### src/rtl/pri_enc16_4.sv
// Sequential 16-to-4 priority encoder: captures request pulses into a pending
// register and offers one pending index at a time over a valid/ack handshake.
module pri_enc16_4 #(
  parameter bit RR_MODE = 1'b0
) (
  input  logic        clk,
  input  logic        rst,
  input  logic        en,
  input  logic [15:0] req,
  input  logic        ack,
  output logic [3:0]  code_out,
  output logic        valid,
  output logic [15:0] pending_out,
  output logic        any_pending
);

  typedef enum logic [0:0] {
    IDLE  = 1'b0,
    OFFER = 1'b1
  } state_t;

  state_t      state, state_nxt;
  logic [15:0] pending, pend_nxt, clr;
  logic [3:0]  code, code_nxt;
  logic [3:0]  ptr, ptr_nxt;
  logic [3:0]  start, win;
  logic        accept, win_found;

  assign accept = (state == OFFER) && ack;

  // A bit re-requested in the same cycle it is acknowledged stays pending.
  always_comb begin
    clr      = '0;
    if (accept) clr[code] = 1'b1;
    pend_nxt = (pending & ~clr) | req;
  end

  // Round-robin searches from one past the code being retired this cycle, so
  // back-to-back grants rotate even before the pointer register catches up.
  always_comb begin
    start = 4'd0;
    if (RR_MODE) start = accept ? (code + 4'd1) : ptr;
  end

  always_comb begin
    logic [3:0] idx;
    win       = 4'd0;
    win_found = 1'b0;
    idx       = 4'd0;
    for (int i = 0; i < 16; i++) begin
      idx = start + 4'(i);
      if (!win_found && pend_nxt[idx]) begin
        win       = idx;
        win_found = 1'b1;
      end
    end
  end

  always_comb begin
    state_nxt = state;
    code_nxt  = code;
    ptr_nxt   = ptr;
    unique case (state)
      IDLE: begin
        if (en && win_found) begin
          code_nxt  = win;
          state_nxt = OFFER;
        end
      end
      OFFER: begin
        if (ack) begin
          ptr_nxt = code + 4'd1;
          if (en && win_found) begin
            code_nxt = win;
          end else begin
            state_nxt = IDLE;
          end
        end
      end
      default: state_nxt = IDLE;
    endcase
  end

  always_ff @(posedge clk or posedge rst) begin
    if (rst) begin
      state   <= IDLE;
      pending <= '0;
      code    <= '0;
      ptr     <= '0;
    end else begin
      state   <= state_nxt;
      pending <= pend_nxt;
      code    <= code_nxt;
      ptr     <= ptr_nxt;
    end
  end

  assign code_out    = code;
  assign valid       = (state == OFFER);
  assign pending_out = pending;
  assign any_pending = |pending;

endmodule

### config.mk
export PLATFORM = sky130hd
export DESIGN_NAME = pri_enc16_4
export DESIGN_NICKNAME = d
export VERILOG_FILES = /design/src/rtl/pri_enc16_4.sv
export SDC_FILE = /design/constraint.sdc
export NUM_CORES = 1
export LEC_CHECK = 0
export BUFFER_PORTS_ARGS = -buffer_cell sky130_fd_sc_hd__buf_4
export CAP_MARGIN = 20
export CORE_UTILIZATION = 54
export DETAILED_ROUTE_END_ITERATION = 6
export GPL_TIMING_DRIVEN = 0
export PLACE_DENSITY = 0.89
export SLEW_MARGIN = 10
export SYNTH_ARGS = -nofsm -noshare
export SYNTH_HDL_FRONTEND = slang
export SYNTH_SLANG_ARGS = --single-unit
### constraint.sdc
create_clock -name clk -period 4.6 [get_ports clk]
set_input_delay 0.46 -clock clk [delete_from_list [all_inputs] [get_ports clk]]
set_output_delay 0.46 -clock clk [all_outputs]
set_load 0.01 [all_outputs]
---- After elaboration in Yosys (flattened, before gate mapping) ----
Cells that the tools add are included.
Widths: inputs -> output; s select.
storage, ports and cells
  word-level logic and storage cells ...... 84
  bits in registers ....................... 21
  bits of input ports ..................... 20
  memories ................................ 0
  memory bits (writable) .................. 0
  bits in latches ......................... 0
  memory bits (read-only) ................. 0
operators by class
  reduce and logical (&&, ||, !) cells .... 34
  bitwise operators ....................... 4
  muxes and demuxes ....................... 40
  magnitude comparators ................... 2
  equal/unequal tests ..................... 1
  shift operators ......................... 0
  add/subtract/negate cells ............... 0
  divide/modulo/power cells ............... 0
  $mul .................................... 0
operator list
  operator            number
  $mux 4              10
  $mux 1              20
  $logic_and 1x1->1   18
  $and 16x16->16      1
  $mux 16             1
  $not 16->16         1
  $or 16x16->16       1
  $reduce_or 16->1    1
  $logic_not 1->1     15
  $mux 3              4
  $pmux 4 s2          1
  $lt 4x5->1 const B  1
  $demux 1 s4         1
  $ge 4x1->1 const B  1
  $mux 2              2
  $ne 2x2->1 const B  1
  $pmux 1 s2          1
  $not 1->1           1

---- Logic depth before layout (Yosys ltp) ----
Gate-level depths: netlist (run 1).
  depth after elaboration ................. 58
  depth in mapped cells ................... 8
  mapped depth without buffers ............ 7

---- Worst setup path after synthesis (run 1) ----
OpenSTA, ideal clock, no wires.
  path type ............................... reg-to-reg
  start ................................... register code[2], in the netlist code_out[2]
  end ..................................... register code[0], in the netlist code_out[0]
  slack ................................... 2.621 ns
  clock period less this slack ............ 1.979 ns
  arrival time ............................ 1.853 ns
  path buffers ............................ 1
  stages on the path, launching flop included .. 8
  cells stage by stage .................... dfrtp_1 -> buf_6 -> nand2b_4 -> o31ai_2 -> o2111a_1 -> a211oi_1 -> o31a_1 -> o32a_1
on the way
  longest elaborated chain between the ends .. 58
  elaborated cells on any way between the ends .. 74
  classes of those cells .................. order compare: 2; mux: 37; bitwise: 3; reduce/logical: 32
ends and longest elaborated chain
  element                                                                RTL line  source
  start, declared                                                        24        logic [3:0] code, code_nxt;
  start signal, assigned                                                 93        code <= code_nxt;
  $lt 4x5->1 (implied by the code) / $ge 4x1->1 (equally long branches)  34        if (accept) clr[code] = 1'b1;
  $logic_and 1x1->1 (implied by the code)                                34
  $mux 1 (implied by the code)                                           34
  $demux 1 s4 (*)                                                        34
  $mux 16 (*)                                                            34
  $not 16->16 (*)                                                        35        pend_nxt = (pending & ~clr) | req;
  $and 16x16->16 (*)                                                     35
  $or 16x16->16 (*)                                                      35
  [42 not listed]                                                        -
  $mux 1                                                                 52        if (!win_found && pend_nxt[idx]) begin
  $logic_not 1->1                                                        52
  $logic_and 1x1->1                                                      52
  $mux 1                                                                 52
  $logic_and 1x1->1                                                      65, 73
  $mux 4 (*)                                                             65, 73
  $mux 4                                                                 71        if (ack) begin
  $pmux 4 s2 (*)                                                         63        unique case (state)
Every way passes the cells marked *; elsewhere a longest branch is shown, timed or not. The select of a mux whose other input is x is not followed.
A chain may end at the register's enable or synchronous reset.

---- Worst setup path after layout (run 1) ----
  start ................................... register code[0], in the netlist code_out[0]
  end ..................................... register code[1], in the netlist code_out[1]
The elaborated chain is that of the path after synthesis.

==> results by group, run 1 <==
Run status
  – Status: finished, final reports clean

Placement
  – GP Congestion: 0.904
  – Post-DP HPWL: 2600 um
  – Port Buffers: 41

Global routing
  – Total GRT Usage: 28.1%
  – Largest net degree at the start of global routing: 22
  – Initial antenna violation count: 0
  – First-pass GRT wire length: 5530 um
  – Grt ovf: 0
  – Vias in the first global route: 1261

Synthesis
  – Post-synth top area share: 39.6%
  – Mapped cell area: 1330 um^2
  – Top_reg_cell synth: dfrtp_1
  – Number of synthesized flops with an enable pin: 0
  – Syn Area/Cell: 9.61 um^2
  – Synth Net Count: 158
  – YS warnings: 0
  – Asr flop ratio synth: 100%
  – Seq/Total Area, Yosys: 39.6%
  – Synth unique cells: 48
  – Post-Syn Instances: 138
  – Synth top area cells: dfrtp_1 40%, inv_1 3.7%, nor2_1 3.7%
  – Synth Register Bits: 21
  – Cell taking the most area after synthesis: dfrtp_1

Timing
  – Clock Skew: 0.00912 ns
  – Max-slew violation count: 0
  – RSZ-0062 raised after global routing: no
  – Worst hold margin: 0.303 ns
  – F_max: 450 MHz
  – Post-route clock period utilization: 48.3%
  – Slew headroom: 44.8%
  – Final setup fails: 0
  – Shortest period the worst path allows: 2.22 ns
  – Worst Tran Pin Value: 0.827 ns
  – Final hold vios: 0
  – Setup TNS Final: 0 ns

Pwr
  – Max IR drop VDD: 0.000209 V
  – Leak: 0.662 nW
  – PwrDens: 233 nW/um^2

Final layout
  – Area Growth Syn to Fin: 27.8%
  – Layout filler cell count: 173
  – Layout cells sized above 1: 35.0%
  – Commonest non-fill, non-tap cell in the layout: buf_4
  – Most frequent cells in the layout: 41 x buf_4, 21 x dfrtp_1, 13 x nor2_1, 13 x inv_1, 7 x o21ai_0
  – Diodes inserted: 0
  – Final net count: 204

Clock tree
  – Clk_lat worst skew: 0.31 ns
  – CTS buffer count: 3
  – Root buf cell: clkbuf_4
  – Post-CTS Hold Buffers: 0
  – H-Tree Depth: 1
  – Clk buf depth: 2
  – Clock Sinks: 21
  – CTS tree: done
  – Worst-path clk slew: 0.13 ns
  – Postcts setup bufs: 0
  – Post-CTS Resized: 0

Worst setup path
  – Crit-path max cell delay: 0.40 ns
  – Crit Path Category: reg -> reg
  – CP required: 4.84 ns
  – Crit end category: flop
  – Kind of start point of the critical path: flop
  – Worst path cell trace: clkbuf_4 > nand4b_1 > o22ai_1 > nand2b_4 > nor4_4 > nor4b_2 > o22a_1
  – Slowest cell on the critical path: dfrtp_1
  – Crit path max fanout: 10
  – Critical Path AT: 2.46 ns

Floorplanning
  – Core Box Area: 2250 um^2
  – Overall die area: 2660 um^2
  – Die H: 51.6 um
  – Row count: 17
  – # IOs: 42
  – Initial Utilization: 58.8%
  – Die Wd: 51.6 um

Routing
  – Vias: 1295
  – Wire per inst: 16.1 um
  – Vias per inst: 6.14
  – Final ANT Viol Nets: 0
  – Drt pass-1 iters: 4
  – # DRC: 0
  – DRT iter0 DRCs: 28
  – Total wire length: 3400 um

Min path
  – HP Class: in -> async

Flow run
  – Max-Cap Viols: 0
per-layer routing:
metal / global-route usage (%) / vias to the layer above / routed length [um]
met4: 12.6 / 0 / 76
met3: 4.39 / 10 / 146
li1: - / 606 / -
met2: 47.6 / 47 / 1680
met1: 34.9 / 632 / 1490
met5: 0 / - / 0
critical path: cells and delay by family, from the launching register on:
family	cells	cell delay, ns
buffers and inverters	1	0.22
and+or+nand+nor	4	0.97
DFF	1	0.40
AOI/OAI and AO/OA	2	0.56
cell usage after synthesis (all sizes together) (4+ instances only):
master	number
nor3	6
inv	13
o21ai	8
dfrtp	21
nor2b	4
nor2	14
nor4	5
nand2	6
o31ai	4
nand2b	7
a21oi	5
flip-flops by register name (all words and copies together) (netlist names):
signal,cells
pending_out,16
code_out,4
valid,1
path summary, 6_finish.rpt:
path	start	end	slack, ns	cells past startpoint
max reg2reg	code_out[0]$_DFFE_PP0P_	code_out[1]$_DFFE_PP0P_	2.38	7
max	code_out[0]$_DFFE_PP0P_	code_out[1]$_DFFE_PP0P_	2.38	7
max in group asynchronous	rst	code_out[2]$_DFFE_PP0P_	3.78	2
min	rst	pending_out[15]$_DFF_PP0_	0.30	2
min reg2reg	pending_out[14]$_DFF_PP0_	pending_out[14]$_DFF_PP0_	0.60	2
min in group clk	req[13]	pending_out[13]$_DFF_PP0_	0.35	3
cell families after synthesis:
group	share of synthesized area, %
buf+inv	5.94
simple gates	31.4
flops	39.6
compound gates	23.0
per-stage QoR:
stage | cells | area, um^2 | utilization, % | power [mW] | setup WS [ns]
2_1_floorplan | 138 | 1330 | - | 0.263 | 2.62
3_3_place_gp | 207 | 1670 | 74.0 | 0.303 | 2.37
3_5_place_dp | 207 | 1670 | 74.0 | 0.306 | 2.40
4_1_cts | 211 | 1700 | 75.2 | 0.396 | 2.39
5_1_grt | 211 | 1700 | 75.2 | 0.410 | 2.22
6_report | 211 | 1700 | 75.2 | 0.395 | 2.38
area by class of cell:
type	instances	area (um^2)	share of cell area, %
plain buffers	3	30.0	1.77
clock buffers	4	26.3	1.55
inverters	13	48.8	2.88
multi-input cells	101	722	42.6
flip-flops and latches	21	526	31.0
well taps	28	35.0	2.07
repair buffers	41	308	18.2
power by group:
part	total (mW)	internal [mW]	switching (mW)
sequential	0.207	0.194	0.0131
clock	0.0917	0.0338	0.0579
combinational	0.0968	0.0471	0.0497
Note: power is estimated with default switching activity, not from simulation.
==> inputs of run 2 (changes only) <==
--- a/config.mk
+++ b/config.mk
@@ -7,10 +7,10 @@
 export LEC_CHECK = 0
 export BUFFER_PORTS_ARGS = -buffer_cell sky130_fd_sc_hd__buf_4
 export CAP_MARGIN = 20
-export CORE_UTILIZATION = 54
+export CORE_UTILIZATION = 45
 export DETAILED_ROUTE_END_ITERATION = 6
 export GPL_TIMING_DRIVEN = 0
-export PLACE_DENSITY = 0.89
+export PLACE_DENSITY = 0.8
 export SLEW_MARGIN = 10
 export SYNTH_ARGS = -nofsm -noshare
 export SYNTH_HDL_FRONTEND = slang
==> constraint.sdc (replaced) <==
create_clock -name clk -period 2 [get_ports clk]
set_input_delay 0.2 -clock clk [delete_from_list [all_inputs] [get_ports clk]]
set_output_delay 0.2 -clock clk [all_outputs]
set_load 0.01 [all_outputs]
==> run 2 against run 1 <==
Effect of this change:
- the flow now finishes with violations (setup timing)
- power rose to 2.6 times the previous value
- routed wire length increased by 43%
- sequential cell count unchanged
- die area is 19% higher
- non-clock buffer count grew 28
- via count rose by 17%
- global-route usage fell by 0.59 points
- clock skew shrank 0.0023 ns
- cell count increased by 15%
- critical path type unchanged
==> results by group, run 2 (synthesis results as in run 1) <==
Run status
  – Status: finished, violations left
  – Failing checks: setup timing

Routing
  – # DRC: 0
  – Vias per inst: 6.29
  – Wire per inst: 20.1 um
  – Drt pass-1 iters: 4
  – Total wire length: 4870 um
  – Final ANT Viol Nets: 0
  – Vias: 1521
  – DRT iter0 DRCs: 74

Global routing
  – Grt ovf: 0
  – Initial antenna violation count: 0
  – Largest net degree at the start of global routing: 22
  – First-pass GRT wire length: 6800 um
  – Total GRT Usage: 27.5%
  – Grt met1 use: 37.5%
  – M3 GR Usage: 4.15%
  – Vias in the first global route: 1379
  – Grt met2 use: 45.6%
  – Gr busiest metal: met2

Worst setup path
  – Worst path cell trace: buf_4 > nand4_4 > o31ai_1 > nand2b_1 > nor4_2 > buf_4 > a21oi_2 > o22a_1
  – Crit path to: code_out[1]$_DFFE_PP0P_
  – Worst Setup SP: code_out[3]$_DFFE_PP0P_
  – Crit end category: flop
  – CP required: 2.21 ns
  – Crit path max fanout: 7
  – Critical Path AT: 2.50 ns
  – Worst r2r src: code_out[3]$_DFFE_PP0P_
  – Reg2reg end: code_out[1]$_DFFE_PP0P_
  – Cell repeated most along the worst path: buf_4
  – Crit Path Category: reg -> reg
  – Worst reg2reg path depth: 8
  – FF-to-FF setup slack: -0.30 ns
  – Kind of start point of the critical path: flop
  – Slowest cell on the critical path: dfrtp_2
  – Crit-path max cell delay: 0.45 ns

Timing
  – Max-slew violation count: 0
  – Final worst setup slack: -0.298 ns
  – Final hold vios: 0
  – Clock Skew: 0.00686 ns
  – RSZ-0062 raised after global routing: yes
  – Worst Tran Pin Value: 0.803 ns
  – Final setup fails: 5
  – F_max: 435 MHz
  – Post-route clock period utilization: 115%
  – Shortest period the worst path allows: 2.30 ns
  – Slew headroom: 45.9%

Placement
  – Port Buffers: 41
  – Pre-CTS setup slack: -0.200 ns
  – Post-DP Area: 1670 um^2
  – GP Congestion: 0.833
  – Placed Instances: 210
  – Post-DP HPWL: 2710 um

Clock tree
  – Clock Sinks: 21
  – Clk_lat worst skew: 0.32 ns
  – Worst-path clk slew: 0.13 ns
  – Post-CTS Hold Buffers: 0
  – Clk buf depth: 2
  – CTS buffer count: 3
  – Root buf cell: clkbuf_4
  – H-Tree Depth: 1
  – CTS tree: done

Floorplanning
  – Die H: 56.3 um
  – Die Wd: 56.3 um
  – Initial Utilization: 47.7%
  – Core Box Area: 2780 um^2
  – Overall die area: 3170 um^2
  – # IOs: 42
  – Row count: 19

Pwr
  – Sw Ratio: 33.1%
  – PwrDens: 502 nW/um^2
  – Sequential Power Share: 45.7%
  – Internal power: 0.701 mW
  – Power Total: 1.05 mW
  – Leak: 0.826 nW
  – Max IR drop VDD: 0.000574 V
  – Switching pwr: 0.346 mW
  – Logic pwr share: 32.8%
  – Clk pwr share: 21.5%

Final layout
  – Post-Layout Cell Count: 242
  – Core Util, Final: 74.9%
  – Most frequent cells in the layout: 67 x buf_4, 17 x dfrtp_1, 13 x nor2_1, 13 x inv_1
  – Diodes inserted: 0
  – Commonest non-fill, non-tap cell in the layout: buf_4
  – Final net count: 232
  – Cell area after layout: 2080 um^2
  – Area Growth Syn to Fin: 57.2%
  – Layout cells sized above 1: 52.1%
  – Largest register FFs: 16

Flow run
  – Max-Cap Viols: 0

Min path
  – HP Class: in -> async
==> run 2: changes by cell type in the layout (fill, tap and decap cells not counted), sizes merged <==
cell / previous run / this run
buf: 43 / 71
==> run 2: per-layer routing <==
metal | share of wire [%] | vias up
met5 | 0 | -
met4 | 3.2 | 0
met3 | 7.3 | 18
met2 | 48 | 86
met1 | 41 | 756
li1 | - | 661
==> run 2: area by class of cell <==
cell class | instances | area (um^2)
buffer | 3 | 41.3
clock buffer | 4 | 26.3
fill | 188 | 697
inverter | 13 | 48.8
multi-input combinational | 101 | 860
sequential | 21 | 531
tap | 31 | 38.8
timing repair buffer | 69 | 539
==> run 2: worst min path at each step <==
stage	start	endpoint	slack, ns	cells after the start
floorplan	rst	code_out[0]$_DFFE_PP0P_	0.18	1
detailed placement	rst	pending_out[12]$_DFF_PP0_	0.41	2
CTS	rst	pending_out[12]$_DFF_PP0_	0.07	2
global route	en	valid$_DFF_PP0_	0.07	2
finish	rst	pending_out[5]$_DFF_PP0_	0.02	2
global placement	rst	pending_out[13]$_DFF_PP0_	0.38	2
==> run 2: metrics by stage <==
stage               hold slack (ns)  setup TNS (ns)
finish                       0.0188           -1.06
global route                 0.0705           -1.36
CTS                          0.0678          -0.272
detailed placement            0.410          -0.481
global placement              0.384          -0.381
floorplan                     0.177               0
==> run 2: worst max-delay path: cells and delay by family (launching register included) <==
family	cells	cell delay, ns
and+or+nand+nor	3	0.72
AOI/OAI and AO/OA	3	0.68
buffers and inverters	2	0.33
DFF	1	0.45
==> run 2: power groups by stage <==
stage                     Clock (mW)  Combinational [mW]  Sequential (mW)
after floorplan                    0               0.116            0.488
after global placement             0               0.217            0.482
after detailed placement           0               0.223            0.485
after CTS                      0.216               0.289            0.472
after global routing           0.245               0.358            0.482
final                          0.225               0.343            0.479
==> run 2: timing repair <==
item                       in CTS  in global routing
setup endpoints to repair       4                  5
resized for setup              18                 16
gates cloned                    0                  1
buffers inserted               20                  7
pin swaps                      14                 11
